--- src/rtl/ga_host_ctrl.sv ---
// ga_host_ctrl: host-side initiator for one GA run; resets and seeds the GA, waits for
// finished or timeout, then streams a 6-byte result packet over a valid/ready byte link.
module ga_host_ctrl #(
    parameter int         RESET_CYCLES = 4,
    parameter int         TIMEOUT      = 1_000_000,
    parameter int         TIMEOUT_W    = 24,
    parameter logic [7:0] HEADER       = 8'hA5
) (
    input  logic        clk,
    input  logic        reset,
    input  logic        start,
    input  logic [31:0] seed_in,
    output logic        busy,
    output logic        done,
    output logic [31:0] ga_seed,
    output logic        ga_reset,
    input  logic [7:0]  ga_best,
    input  logic [26:0] ga_best_fit,
    input  logic        ga_finished,
    output logic [7:0]  tx_data,
    output logic        tx_valid,
    input  logic        tx_ready
);
    typedef enum logic [1:0] {IDLE, RST, RUN, SEND} state_t;

    state_t               r_state, w_next;
    logic [TIMEOUT_W-1:0] r_cnt;
    logic [2:0]           r_idx;
    logic [7:0]           r_best;
    logic [26:0]          r_fit;
    logic                 r_tmo;
    logic                 r_done;
    logic [31:0]          r_seed;
    logic                 w_xfer, w_last, w_rst_end, w_tmo_end;

    assign w_xfer    = r_state == SEND && tx_ready;
    assign w_last    = w_xfer && r_idx == 3'd5;
    assign w_rst_end = r_cnt == TIMEOUT_W'(RESET_CYCLES - 1);
    assign w_tmo_end = r_cnt == TIMEOUT_W'(TIMEOUT - 1);
    assign ga_seed   = r_seed;
    assign done      = r_done;

    always_ff @(posedge clk or posedge reset) begin
        if (reset) r_state <= IDLE;
        else       r_state <= w_next;
    end

    always_comb begin
        w_next = r_state;
        case (r_state)
            IDLE:    w_next = start ? RST : IDLE;
            RST:     w_next = w_rst_end ? RUN : RST;
            RUN:     w_next = (ga_finished || w_tmo_end) ? SEND : RUN;
            SEND:    w_next = w_last ? IDLE : SEND;
            default: w_next = IDLE;
        endcase
    end

    always_comb begin
        busy     = r_state != IDLE;
        ga_reset = r_state == IDLE || r_state == RST;
        tx_valid = r_state == SEND;
        tx_data  = !tx_valid     ? 8'h00 :
                   r_idx == 3'd0 ? HEADER :
                   r_idx == 3'd1 ? r_best :
                   r_idx == 3'd2 ? {r_tmo, 4'b0, r_fit[26:24]} :
                   r_idx == 3'd3 ? r_fit[23:16] :
                   r_idx == 3'd4 ? r_fit[15:8] : r_fit[7:0];
    end

    // One counter serves both the reset hold and the run timeout; it restarts at 0 on every state change.
    always_ff @(posedge clk or posedge reset) begin
        if (reset) begin
            r_seed <= '0;
            r_cnt  <= '0;
            r_idx  <= '0;
            r_best <= '0;
            r_fit  <= '0;
            r_tmo  <= 1'b0;
            r_done <= 1'b0;
        end else begin
            if (r_state == IDLE && start) r_seed <= seed_in;
            r_cnt <= (r_state != IDLE && w_next == r_state) ? r_cnt + 1'b1 : '0;
            if (r_state == RUN && w_next == SEND) begin
                r_best <= ga_best;
                r_fit  <= ga_best_fit;
                r_tmo  <= !ga_finished;
            end
            r_idx  <= (r_state != SEND || w_last) ? 3'd0 : w_xfer ? r_idx + 3'd1 : r_idx;
            r_done <= w_last;
        end
    end
endmodule
--- config.mk ---
export PLATFORM = sky130hd
export DESIGN_NAME = ga_host_ctrl
export DESIGN_NICKNAME = d
export VERILOG_FILES = /design/src/rtl/ga_host_ctrl.sv
export SDC_FILE = /design/constraint.sdc
export NUM_CORES = 1
export LEC_CHECK = 0
export BUFFER_PORTS_ARGS = -buffer_cell sky130_fd_sc_hd__buf_2
export CAP_MARGIN = 20
export CORE_UTILIZATION = 53
export CTS_BUF_LIST = sky130_fd_sc_hd__clkbuf_16
export DETAILED_ROUTE_END_ITERATION = 8
export GPL_TIMING_DRIVEN = 1
export PLACE_DENSITY_LB_ADDON = 0.08
export SYNTH_ARGS = -nofsm -noshare
export SYNTH_HDL_FRONTEND = slang
export SYNTH_SLANG_ARGS = --single-unit
--- constraint.sdc ---
create_clock -name clk -period 4.3 [get_ports clk]
set_clock_uncertainty 0.2 [all_clocks]
set_input_delay 0.43 -clock clk [delete_from_list [all_inputs] [get_ports clk]]
set_output_delay 0.43 -clock clk [all_outputs]
set_load 0.01 [all_outputs]
==> reports/metrics.yaml <==
core-area_sq_um: 8341
syn-instance-count: 383
global_route.overflow_total: 0
run_status: "finished, final reports clean"
top_level_ports: 116
fp.dieW_um: 95.39
port_buffers: 115
grt_pass1_wl_mm: 16.16
avgSynthCellArea_sq_um: 12.07
final_min_period_over_clock_period_pct: 68.13
holdWs_ps: 99.17
p_leak_uw: 0.002673
grt_max_degree: 41
timing.critical_path.cells: "inv_1, ha_1, nand2_1, mux2_1, mux2i_1, a221oi_1, buf_2"
tightestPinTransition_ps: 1019
viasPerCell: 5.635
route.detailed.wl_per_inst_um: 16.48
path_class: "flop to output pin"
critical_path_required_ps: 3670
clock_period_minus_final_worst_setup_slack_ps: 2930
ys_dominant_reg_cell: "sky130_fd_sc_hd__dfrtp_1"
gp_congestion: 0.7795
synth_sequential_area_ratio_pct: 53.06
first_pass_iters: 4
power_switching_uw: 1238
crit_path_end_kind: "output pin"
finalHoldViolations: 0
intPower_uw: 2293
drv.max_cap_violation_count: 0
via_count: 3398
antenna_cells: 0
netlist.top_cell.by_area: "sky130_fd_sc_hd__dfrtp_1"
power.switching_fraction_pct: 35.05
grt_setup_unrepaired: "false"
setup_total_negative_slack_ps: 0
timing.final.setup_violations: 0
flow.area_growth_from_synthesis_pct: 20.22
slowest_delay_ps: 400
tritoncts: "done"
synth.ff_latch_count: 98
ys.warnings.count: 0
cts_setup_buffers: 0
mappedNetlistArea_sq_um: 4622
share_comb_of_total_power_pct: 36.6
drcViolationCount: 0
nNetsFinal: 571
top_family_by_delay_on_critical_path: "flip-flops"
row_count: 33
vdd_drop_max_v: 0.0003454
worst_slew_margin_rel_pct: 32.03
cts-buffers-inserted: 9
dp_hpwl_mm: 7.166
maximum_clock_insertion_buffer_count: 2
dieArea_sq_um: 9098
async_reset_ff_share_pct: 100.0
grt_usage_pct: 23.47
worstSetupStartpointType: "flop"
initialDrtViolationCount: 151
synth.net_count: 461
yosysTopAreaCellShare_pct: 53.06
drive_above_1_share_pct: 35.94
pwr-share-seq_pct: 42.4
initial_core_util_pct: 55.42
max_freq_ghz: 0.3413
clock_tree.root_cell: "sky130_fd_sc_hd__clkbuf_16"
clkSlewWorstSetupHoldPaths_ps: 70
floorplan.die.height_um: 95.39
htree_levels: 3
synth_edf_count: 0
initial_antenna_violation_count: 0
worstPathArrival_ps: 2300
drt.antenna.violating_nets: 0
classification_of_the_worst_slack_hold_path: "input port to flop"
critical_path_peak_fanout: 8
yosysUniqueCellTypes: 42
first_global_vias: 3359
cp_slowest_cell: "sky130_fd_sc_hd__dfrtp_1"
power_density_nw_per_um2: 635.4
slew_violations: 0
clk-insertion-delay-late_ps: 330
totalWireLength_mm: 9.937
power.clock.fraction_pct: 20.9
worstPathBufferInverterCount: 2
synth.area.top_cells: "sky130_fd_sc_hd__dfrtp_1 (53%), sky130_fd_sc_hd__mux2_2 (9.3%), sky130_fd_sc_hd__mux2_1 (8.8%)"
clock_sink_count: 98
[sequential cells by signal, summed over array words and instances, names as in the netlist]
signal / count
r_idx: 3
ga_seed: 32
r_fit: 27
r_cnt: 24
r_best: 8
r_state: 2
r_tmo: 1
done: 1
[power groups by stage]
stage | Sequential [uW] | Combinational, uW | Clock (uW)
after floorplan | 1520 | 822 | 0
after global placement | 1500 | 1270 | 0
after detailed placement | 1520 | 1310 | 0
after CTS | 1510 | 1310 | 756
after global routing | 1550 | 1430 | 799
final | 1500 | 1290 | 739
[synth_stat cells (all sizes together), types with 6 or more instances]
library cell and instances:
inv 11, nand2b 9, a21oi 10, xnor2 6, or3 11, nand4 11
buf 10, dfrtp 98, clkbuf 12, mux2 74, nor2 10, xor2 7
a32oi 10, nand2 18, o21ai 13, a31oi 16, nand3 9, nor4 6
ha 6
[per-layer routing]
layer  vias up  routed length (um)  share of wire (%)  GRT usage (%)
met1      1679                4294                 43          28.98
met3        11                 402                4.0          3.828
met5         -                   0                  0              0
met4         0                 127                1.3          8.706
met2        74                5112                 51          41.25
li1       1634                   -                  -              -
[placed cells by master (no fill, tap or decap), types with 6 or more instances in the layout]
cell and count:
sky130_fd_sc_hd__nand2b_1 9, sky130_fd_sc_hd__a32oi_1 10, sky130_fd_sc_hd__xor2_1 7, sky130_fd_sc_hd__xnor2_1 6, sky130_fd_sc_hd__mux2_2 38, sky130_fd_sc_hd__clkbuf_16 9, sky130_fd_sc_hd__nand2_1 18, sky130_fd_sc_hd__nor2_1 10
sky130_fd_sc_hd__a31oi_1 16, sky130_fd_sc_hd__ha_1 6, sky130_fd_sc_hd__dfrtp_1 98, sky130_fd_sc_hd__o21ai_0 11, sky130_fd_sc_hd__nand3_1 8, sky130_fd_sc_hd__mux2_1 36, sky130_fd_sc_hd__buf_2 115, sky130_fd_sc_hd__a21oi_1 10
sky130_fd_sc_hd__or3_1 11, sky130_fd_sc_hd__nand4_1 9, sky130_fd_sc_hd__inv_1 11
[final cells by class]
cell class	instances	area, sq um
fillers	653	2784
inverters	11	42.54
clock inverters	7	45.04
multi-input cells	252	2037
well taps	105	131.4
flip-flops and latches	98	2452
repair buffers	121	623.1
clock buffers	9	225.2
[cell families after synthesis]
logic type      after synthesis  synth area share (%)
compound gates               66                 9.908
simple gates                 91                 11.53
xor+xnor                     13                 2.463
buf+inv                      33                 2.951
flops                        98                 53.06
mux                          76                 18.46
fa+ha+maj                     6                 1.624
[worst reg2reg max path, cell delays in order, from the launching register on]
cell and delay [ps]:
sky130_fd_sc_hd__dfrtp_1 450, sky130_fd_sc_hd__nor4_1 440, sky130_fd_sc_hd__nand3_1 290, sky130_fd_sc_hd__o21ai_2 880
sky130_fd_sc_hd__a32oi_1 230
[per-stage QoR]
step | area [sq um] | utilization [%] | instances | total power, uW | worst slack, ps
after floorplan | 4622 | - | 383 | 2345 | 1108
after global placement | 5276 | 63.26 | 586 | 2777 | 1718
after detailed placement | 5276 | 63.26 | 586 | 2828 | 1650
after CTS | 5557 | 66.62 | 603 | 3571 | 1368
after global routing | 5557 | 66.62 | 603 | 3775 | 1185
final | 5557 | 66.62 | 603 | 3531 | 1370
[worst paths after layout]
| check | startpoint | end | slack, ps | cells after the start |
|---|---|---|---|---|
| worst max-delay path | r_idx[0] | tx_data[1] | 1370 | 7 |
| worst min-delay path | ga_best[2] | r_best[2] | 100 | 2 |
| worst max register to register | r_cnt[6] | r_cnt[20] | 1660 | 4 |
| worst min register to register | r_fit[21] | r_fit[21] | 280 | 1 |
| max in group asynchronous | reset | ga_seed[19] | 2420 | 4 |
| min in group asynchronous | reset | ga_seed[17] | 510 | 3 |
[timing repair]
item	4_1_cts	5_1_grt
hold buffers	1	0
endpoints found under the hold margin	38	0
resized for setup	0	0
Note: power is estimated with default switching activity, not from simulation.
